[config.mk]
export PLATFORM = sky130hd
export DESIGN_NAME = wfg_stim_ramp
export DESIGN_NICKNAME = d
export VERILOG_FILES = /design/src/rtl/wfg_stim_ramp.sv
export SDC_FILE = /design/constraint.sdc
export NUM_CORES = 1
export LEC_CHECK = 0
export CELL_PAD_IN_SITES_DETAIL_PLACEMENT = 0
export CELL_PAD_IN_SITES_GLOBAL_PLACEMENT = 1
export CORE_UTILIZATION = 45
export DETAILED_ROUTE_END_ITERATION = 6
export PLACE_DENSITY_LB_ADDON = 0.08
export SETUP_SLACK_MARGIN = 0.3
export SYNTH_ARGS = -nofsm -noshare
export SYNTH_HDL_FRONTEND = slang
export SYNTH_SLANG_ARGS = --single-unit
export TNS_END_PERCENT = 10
[constraint.sdc]
create_clock -name wb_clk_i -period 13.7 [get_ports wb_clk_i]
set_clock_uncertainty 0.15 [all_clocks]
set_input_delay 2.055 -clock wb_clk_i [delete_from_list [all_inputs] [get_ports wb_clk_i]]
set_output_delay 2.055 -clock wb_clk_i [all_outputs]
set_load 0.02 [all_outputs]
[src/rtl/wfg_stim_ramp.sv]
// wfg_stim_ramp: AXI-Stream ramp stimulus generator; counts start..end in steps of inc,
// wrapping back to start and flagging tlast on the final sample of each period.
module wfg_stim_ramp #(
    parameter int AXIS_DATA_WIDTH = 32,
    parameter int PCNT_WIDTH      = 16
) (
    input  logic                       wb_clk_i,
    input  logic                       wb_rst_i,
    input  logic                       ctrl_en_i,
    input  logic [AXIS_DATA_WIDTH-1:0] cfg_start_i,
    input  logic [AXIS_DATA_WIDTH-1:0] cfg_inc_i,
    input  logic [AXIS_DATA_WIDTH-1:0] cfg_end_i,
    input  logic                       wfg_axis_tready_i,
    output logic                       wfg_axis_tvalid_o,
    output logic                       wfg_axis_tlast_o,
    output logic [AXIS_DATA_WIDTH-1:0] wfg_axis_tdata_o,
    output logic                       busy_o,
    output logic [PCNT_WIDTH-1:0]      period_cnt_o
);
    typedef enum logic [1:0] {IDLE, RUN, DRAIN} state_t;
    state_t state_q, state_d;
    logic [AXIS_DATA_WIDTH-1:0] acc_q, acc_d, start_q, start_d, inc_q, inc_d, end_q, end_d;
    logic [PCNT_WIDTH-1:0] pcnt_q, pcnt_d;
    logic [AXIS_DATA_WIDTH:0] nxt;
    logic wrap, hs;
    // The extra carry bit makes an overflowing step count as a wrap, never as a small value.
    assign nxt  = {1'b0, acc_q} + {1'b0, inc_q};
    assign wrap = nxt[AXIS_DATA_WIDTH] | (nxt[AXIS_DATA_WIDTH-1:0] > end_q);
    assign hs   = wfg_axis_tvalid_o & wfg_axis_tready_i;
    always_comb begin
        state_d = state_q;
        acc_d   = acc_q;
        start_d = start_q;
        inc_d   = inc_q;
        end_d   = end_q;
        pcnt_d  = pcnt_q;
        case (state_q)
            IDLE: if (ctrl_en_i) begin
                state_d = RUN;
                start_d = cfg_start_i;
                inc_d   = cfg_inc_i;
                end_d   = cfg_end_i;
                acc_d   = cfg_start_i;
                pcnt_d  = '0;
            end
            RUN: begin
                if (hs) begin
                    acc_d  = wrap ? start_q : nxt[AXIS_DATA_WIDTH-1:0];
                    pcnt_d = wrap ? pcnt_q + PCNT_WIDTH'(1) : pcnt_q;
                end
                if (!ctrl_en_i) state_d = hs ? IDLE : DRAIN;
            end
            DRAIN: state_d = hs ? IDLE : DRAIN;
            default: state_d = IDLE;
        endcase
    end
    always_ff @(posedge wb_clk_i or posedge wb_rst_i) begin
        if (wb_rst_i) begin
            state_q <= IDLE;
            acc_q   <= '0;
            start_q <= '0;
            inc_q   <= '0;
            end_q   <= '0;
            pcnt_q  <= '0;
        end else begin
            state_q <= state_d;
            acc_q   <= acc_d;
            start_q <= start_d;
            inc_q   <= inc_d;
            end_q   <= end_d;
            pcnt_q  <= pcnt_d;
        end
    end
    assign wfg_axis_tvalid_o = state_q != IDLE;
    assign wfg_axis_tlast_o  = wfg_axis_tvalid_o & wrap;
    assign wfg_axis_tdata_o  = acc_q;
    assign busy_o            = wfg_axis_tvalid_o;
    assign period_cnt_o      = pcnt_q;
endmodule

**Word-level counts from Yosys, hierarchy flattened**

Index checks and enable logic that the tools add are counted.
W data, S select, Z words.

- Magnitude comparators: 1
- Muxes and demuxes: 12
- Reduce and logical (&&, ||, !) cells: 7
- Equal/unequal tests: 6
- Bitwise operators: 3
- Add/sub/neg operators: 2

Operators by type and width:

| kind | count |
|---|---|
| $mux W32 | 3 |
| $pmux W32 S2 | 1 |
| $mux W16 | 3 |
| $add A32 B32 Y33 | 1 |
| $gt A32 B32 Y1 | 1 |
| $pmux W16 S2 | 1 |
| $add A16 B1 Y16 const B | 1 |
| $ne A2 B2 Y1 const B | 4 |
| $mux W2 | 3 |
| $pmux W2 S3 | 1 |
| $reduce_and A2 Y1 | 2 |
| $reduce_and A4 Y1 | 1 |
| $reduce_bool A2 Y1 | 2 |
| $reduce_and A3 Y1 | 1 |
| $and A1 B1 Y1 | 2 |
| $eq A2 B1 Y1 const B | 1 |
| $eq A2 B2 Y1 const B | 1 |
| $logic_not A2 Y1 | 1 |
| $or A1 B1 Y1 | 1 |

- Flip-flop bits (word level): 146
- Input port bits: 100
- Output and inout bits: 51

**Longest topological paths before layout**

Gate-level depths: netlist (run 1).

- Word-level depth: 6
- Gate-level depth with buffers: 22
- Depth with buffers taken out: 19

**Least setup slack after synthesis (run 1)**

No wires, ideal clock.

- Kind: reg2out
- From: reg acc_q[0] (netlist: wfg_axis_tdata_o[0])
- To: out wfg_axis_tlast_o
- Buffers on the path: 1
- Stages on the path, launching flop included: 20
- Path slack: 7.121 ns
- Arrival time: 4.374 ns
- Path through: dfrtp_1 -> ha_1 -> fa_1 -> a21oi_1 -> o221ai_2 -> a21oi_2 -> o21ba_2 -> nand3b_1 -> nand2_1 -> xor2_1 -> ha_1 -> a21oi_1 -> nand2_1 -> a21o_1 -> o41a_1 -> nor3_1 -> o21ai_4 -> nor2_2 -> buf_4 -> nor2_1

- Cells in the longest elaborated chain, start to end: 4

RTL lines:

| what | RTL line | source |
|---|---|---|
| start: declaration | 22 | `logic [AXIS_DATA_WIDTH-1:0] acc_q, acc_d, start_q, start_d, inc_q, inc_d, end_q, end_d;` |
| start signal: assignment | 60 | `acc_q <= '0;` |
| start signal: assignment | 67 | `acc_q <= acc_d;` |
| $add A32 B32 Y33 (*) | 27 | `assign nxt = {1'b0, acc_q} + {1'b0, inc_q};` |
| $gt A32 B32 Y1 | 28 | `assign wrap = nxt[AXIS_DATA_WIDTH] \| (nxt[AXIS_DATA_WIDTH-1:0] > end_q);` |
| $or A1 B1 Y1 (*) | 28 |  |
| $and A1 B1 Y1 (*) | 75 | `assign wfg_axis_tlast_o = wfg_axis_tvalid_o & wrap;` |
| end: declaration | 15 | `output logic wfg_axis_tlast_o,` |

Every way passes the cells marked *; elsewhere a longest branch is shown, timed or not.

**Worst setup path in the final report (run 1)**

- From: reg acc_q[12] (netlist: wfg_axis_tdata_o[12])
- To: out wfg_axis_tlast_o

The elaborated chain is that of the path after synthesis.

==> flow_summary.json, run 1 <==
{
  "critical_path.startpoint_type": "register",
  "post-cts-setup-buffers": 0,
  "placed_area_sq_um": 10300,
  "synth.distinct_cells": 62,
  "synth_edf_count": 0,
  "fin_ws_ns": 6.05,
  "design_area_sq_um": 10900,
  "drc_errors": 0,
  "ant_nets": 0,
  "clkLatencyLatePin_ns": 0.43,
  "cts-root-buf": "clkbuf_16",
  "cp.required_ns": 11.49,
  "place_congestion": 0.872,
  "cts_buffers": 17,
  "dp_slack_ns": 6.49,
  "cpPeakStageDelay_ns": 0.61,
  "yosysWarnings": 0,
  "drive_gt1_share_pct": 15.8,
  "clk_transition_reported_paths_ns": 0.06,
  "cp_slowest_cell": "clkdlybuf4s50_1",
  "ctsResizeCount": 0,
  "maxSlewHeadroom_pct": 22.1,
  "rows": 50,
  "num_vias": 6859,
  "timing.final.crit_share_pct": 55.9,
  "setup_violations": 0,
  "grt_pass1_wl_mm": 37.5,
  "min_path_type": "register to register",
  "dpl.hpwl_mm": 16.5,
  "max_freq_mhz": 131,
  "initial_core_util_pct": 46.0,
  "synth_seq_cells": 146,
  "io_buffers": 150,
  "avgSynthCellArea_sq_um": 10.6,
  "crit_path_end_kind": "output port",
  "async_flop_share_pct": 100,
  "via_per_inst": 5.70,
  "drt-pass1-iter-count": 5,
  "cts_hold_buffers": 0,
  "num-nets-final": 1126,
  "grt_max_degree": 92,
  "htree_levels": 4,
  "pin_count": 151,
  "cts_tree": "done",
  "grt_pass1_vias": 7121,
  "ys_seq_area_share_pct": 42.3,
  "slew_viol_final": 0,
  "status": "finished clean",
  "die_area_sq_um": 19800,
  "fp.dieW_um": 141,
  "grt.total_usage_pct": 24.5,
  "synth_ff_type": "dfrtp_1",
  "clock_path_buffers": 2,
  "core_sq_um": 18800,
  "worst_ep_arrival_time_ns": 5.45,
  "routed_wl_mm": 22.9,
  "worst-slew-pin-transition_ns": 1.16,
  "drtIter0Drc": 423,
  "netlist_area_sq_um": 8640,
  "die_h_um": 141,
  "cts_sinks": 146,
  "cap_viol_max_count": 0,
  "syn_inst": 816,
  "tns_ns": 0,
  "antenna_found_initial": 0,
  "syn2layout_area_growth_pct": 26.3,
  "worstPathCellList": "ha_1 > nand4_1 > a2111oi_0 > nand3b_1 > o211ai_1 > o21ai_0 > o21ai_0 > xnor2_1 > ha_1 > nand4_1 > or3b_1 > nor3_2 > o41a_1 > nor3_1 > o21ai_4 > nor2_4 > nor2_1 > clkdlybuf4s50_1",
  "diodes": 0,
  "synth_fp_nets": 985,
  "grt_setup_unrepaired": "no",
  "hold_violations": 0,
  "grt-ovfl-total": 0,
  "layout_min_cycle_time_ns": 7.65,
  "post_drt_wl_per_cell_um": 19.0,
  "crit_type": "register to output port",
  "crit_fanout": 6
}
-- registers in the layout (all words and copies together), names as in the netlist --
register and flops:
end_q 32, inc_q 32, start_q 32, period_cnt_o 16, wfg_axis_tdata_o 32, state_q 2
-- cell usage in the layout, fill, tap and decap left out, types with 4 or more instances in the layout --
master	instances
a22oi_1	17
or4_1	7
nor2_1	16
ha_1	68
o211ai_1	12
clkinv_4	4
inv_6	5
and3_1	7
nor3b_1	8
o21ai_0	51
a21o_1	14
a21oi_1	65
or2_2	4
nand3_1	16
xor2_1	13
a211oi_1	5
o31ai_1	9
clkbuf_16	17
or3_1	12
a31oi_1	4
o21bai_1	7
clkdlybuf4s50_1	150
buf_4	7
inv_1	52
xnor2_1	17
nand2b_1	4
nand4_1	12
o21ai_1	4
nand2_1	41
dfrtp_1	146
mux2_2	96
mux2i_1	29
-- worst max-delay path, delay by kind of cell, from the launching register on --
kind	cells	cell delay, ns
buffers and inverters	1	0.61
adder cells (fa/ha/maj)	2	0.72
XOR/XNOR	1	0.14
flip-flops	1	0.40
AND/OR/NAND/NOR	8	1.40
AO/OA/AOI/OAI	6	1.74
-- Yosys cell counts, types with 12 or more instances --
library cell / count / area [sq um]
or3_1: 12 / 75.1
a21oi_1: 65 / 325
clkbuf_1: 27 / 101
mux2i_1: 29 / 290
nor2_1: 18 / 67.6
o211ai_1: 12 / 90.1
ha_1: 68 / 851
a22oi_1: 17 / 128
o21ai_0: 51 / 255
xor2_1: 13 / 114
inv_1: 53 / 199
nand4_1: 12 / 75.1
a21o_1: 14 / 105
mux2_2: 96 / 1080
dfrtp_1: 146 / 3650
nand2_1: 42 / 158
xnor2_1: 17 / 149
nand3_1: 16 / 80.1
-- area by class of cell --
| cell class | count | area (sq um) |
|---|---|---|
| Sequential cell | 146 | 3650 |
| Fill cell | 1598 | 7860 |
| Multi-Input combinational cell | 582 | 4640 |
| Clock buffer | 19 | 443 |
| Inverter | 53 | 204 |
| Clock inverter | 13 | 125 |
| Tap cell | 234 | 293 |
| Timing Repair Buffer | 157 | 1550 |
-- kinds of logic (layout without fill, tap and decap cells) --
logic type                 Yosys count  count (layout)  share of synthesized area (%)
AOI/OAI and AO/OA                  213             213                           15.6
DFF                                146             146                           42.3
and+or+nand+nor                    145             145                           8.92
muxes                              125             125                           15.9
buffers and inverters               88             242                           4.19
adders and majority gates           69              69                           10.1
xor gates and xnor gates            30              30                           3.04
-- metal layers --
| metal | GRT usage (%) | routed length, um |
|---|---|---|
| met5 | 0 | 0 |
| met2 | 40.7 | 11100 |
| met4 | 6.18 | 324 |
| met3 | 4.99 | 967 |
| met1 | 32.7 | 10500 |
-- through the flow --
step | utilization, % | instances | hold slack, ns
5_1_grt | 58.1 | 1204 | 0.375
4_1_cts | 58.1 | 1204 | 0.355
3_5_place_dp | 55.1 | 1172 | 0.342
3_3_place_gp | 55.1 | 1172 | 0.332
6_report | 58.1 | 1204 | 0.353
2_1_floorplan | - | 816 | 0.319
-- final timing paths --
| check | start | to | slack (ns) | cells after the start |
|---|---|---|---|---|
| max in group asynchronous | wb_rst_i | start_q[18] | 10.17 | 3 |
| worst min register to register | start_q[25] | start_q[25] | 0.35 | 1 |
| min in group asynchronous | wb_rst_i | end_q[3] | 2.02 | 2 |
| worst max-delay path | wfg_axis_tdata_o[12] | wfg_axis_tlast_o | 6.05 | 18 |
| worst min-delay path | start_q[25] | start_q[25] | 0.35 | 1 |
| worst max register to register | wfg_axis_tdata_o[0] | period_cnt_o[6] | 7.98 | 19 |
Power of run 1 is left out: the tool's default activity adds up to more than one toggle a clock period on the data nets, which glitch-free logic cannot reach.
==> run 2, diff against run 1 <==
--- a/config.mk
+++ b/config.mk
@@ -7,7 +7,7 @@
 export LEC_CHECK = 0
 export CELL_PAD_IN_SITES_DETAIL_PLACEMENT = 0
 export CELL_PAD_IN_SITES_GLOBAL_PLACEMENT = 1
-export CORE_UTILIZATION = 45
+export CORE_UTILIZATION = 38
 export DETAILED_ROUTE_END_ITERATION = 6
 export PLACE_DENSITY_LB_ADDON = 0.08
 export SETUP_SLACK_MARGIN = 0.3
==> constraint.sdc (replaced) <==
create_clock -name wb_clk_i -period 6.65 [get_ports wb_clk_i]
set_clock_uncertainty 0.15 [all_clocks]
set_input_delay 0.9975 -clock wb_clk_i [delete_from_list [all_inputs] [get_ports wb_clk_i]]
set_output_delay 0.9975 -clock wb_clk_i [all_outputs]
set_load 0.02 [all_outputs]
==> run 2 against run 1 <==
  * The flow now finishes with violations (design-rule violations)
  * Sequential share of layout area down 0.38 points
  * Worst setup slack worse by 5.3 ns
  * Flip-flop and latch count unchanged
  * Final cell count rose by 3.8%
  * First-iteration DRC count fell by 28%
  * Non-clock buffer count unchanged
  * Critical path depth increased by 1
  * Utilization fell by 8.0 points
  * Worst hold slack gained 0.0026 ns
==> flow_summary.json, run 2 (same netlist as run 1, synthesis figures left out) <==
{
  "htree_levels": 4,
  "routed_wl_mm": 23.7,
  "grt_pass1_wl_mm": 38.8,
  "r2r_end": "wfg_axis_tdata_o[22]",
  "violations": "design-rule violations",
  "ff2ff_setup_slack_ns": 1.28,
  "drtIter0Drc": 304,
  "grt_use_met1_pct": 27.4,
  "cpMostUsedCell": "ha_1",
  "num_vias": 6773,
  "multiInputGateArea_sq_um": 4700,
  "grt_max_degree": 97,
  "cp_num_cells": 19,
  "crit_path_end_kind": "output port",
  "initial_core_util_pct": 39.2,
  "critPathCapture": "wfg_axis_tlast_o",
  "cpLargestDelayFamily": "simple AND/OR/NAND/NOR gates",
  "drc_errors": 8,
  "startpoint": "wfg_axis_tdata_o[14]",
  "grt_pass1_vias": 7116,
  "rr_worst_depth": 20,
  "nFillCells": 2008,
  "register_area_sq_um": 3650,
  "fp.dieW_um": 153,
  "min_path_type": "register to register",
  "final_common_cell": "clkdlybuf4s50_1",
  "clkLatencyLatePin_ns": 0.42,
  "cts_sinks": 146,
  "worstPathCellList": "ha_1 > nand4_1 > a2111oi_4 > nand3b_1 > o211ai_1 > a31oi_2 > o21bai_1 > a21oi_1 > xnor2_1 > ha_1 > and4_1 > or3b_1 > nor3_2 > o41a_1 > nor3_1 > o21ai_4 > nor2_4 > nor2_1 > clkbuf_2",
  "cts-root-buf": "clkbuf_16",
  "syn2layout_area_growth_pct": 27.8,
  "rows": 54,
  "layout_common_cells": "clkdlybuf4s50_1, dfrtp_1, mux2_2",
  "io_buffers": 150,
  "cts_tree": "done",
  "diodes": 0,
  "drive_gt1_share_pct": 16.8,
  "worst_ep_arrival_time_ns": 4.76,
  "cts_buffers": 17,
  "globalRouteMet3Util_pct": 3.95,
  "pin_count": 151,
  "slew_viol_final": 0,
  "cts_hold_buffers": 0,
  "via_per_inst": 5.42,
  "clk_transition_reported_paths_ns": 0.07,
  "tns_ns": 0,
  "cpPeakStageDelay_ns": 0.42,
  "hold_violations": 0,
  "drt-pass1-iter-count": 7,
  "die_h_um": 153,
  "path_buf_inv": 1,
  "die_area_sq_um": 23300,
  "num-nets-final": 1126,
  "setup_violations": 0,
  "core_sq_um": 22000,
  "whs_ns": 0.355,
  "timing.final.crit_share_pct": 88.9,
  "grt.total_usage_pct": 21.2,
  "crit_type": "register to output port",
  "clock_path_buffers": 2,
  "status": "finished, violations left",
  "grt-ovfl-total": 0,
  "dpl.hpwl_mm": 17.4,
  "critical_path.startpoint_type": "register",
  "maxSlewHeadroom_pct": 26.3,
  "max_freq_mhz": 169,
  "antenna_found_initial": 1,
  "grt_setup_unrepaired": "no",
  "worst-slew-pin-transition_ns": 1.11,
  "cap_viol_max_count": 0,
  "busiest_layer": "met2",
  "use_met2_pct": 36.4,
  "layout_min_cycle_time_ns": 5.91,
  "cp_slowest_cell": "or3b_1",
  "place_congestion": 0.824,
  "post_drt_wl_per_cell_um": 19.0,
  "ant_nets": 0,
  "reg2reg_from": "wfg_axis_tdata_o[0]",
  "crit_fanout": 5,
  "cp.required_ns": 5.50
}
## run 2: cell types whose count changed in the layout (fill, tap and decap cells not counted), sizes merged
cell,before,now
clkbuf,19,20
clkdlybuf4s50,150,149
clkinvlp,2,5
clkinv,6,3
## run 2: how the worst min path moves through the flow
stage,from,endpoint,depth (start not counted)
floorplan,state_q[1],state_q[1],2
global placement,state_q[1],state_q[1],2
detailed placement,start_q[3],start_q[3],1
CTS,start_q[3],start_q[3],1
global route,end_q[17],end_q[17],1
finish,end_q[1],end_q[1],1
## run 2: final cells by class
| cell class | count | share of cell area (%) |
|---|---|---|
| multi-input cells | 582 | 42.6 |
| inverters | 53 | 1.85 |
| repair buffers | 157 | 14.0 |
| well taps | 280 | 3.17 |
| clock inverters | 13 | 1.16 |
| flip-flops and latches | 146 | 33.1 |
| clock buffers | 19 | 4.10 |
## run 2: per-stage QoR
stage / utilization (%) / setup WS [ns] / cells / instance area (sq um)
floorplan: - / 1.13 / 816 / 8640
global placement: 47.2 / 0.631 / 1217 / 10400
detailed placement: 47.2 / 0.452 / 1217 / 10400
CTS: 50.0 / 0.511 / 1249 / 11000
global route: 50.1 / 0.343 / 1250 / 11000
finish: 50.1 / 0.738 / 1250 / 11000
## run 2: what timing repair did
action,in CTS,in global routing
pin swaps,1,2
resized for setup,8,8
endpoints found under the setup margin,1,1
buffers inserted,0,1
## run 2: layer usage
metal | routed length, um | vias up
met5 | 13 | -
met4 | 257 | 2
met3 | 917 | 24
met2 | 11900 | 142
met1 | 10600 | 3345
li1 | - | 3260
Power of run 2 is left out for the same reason.
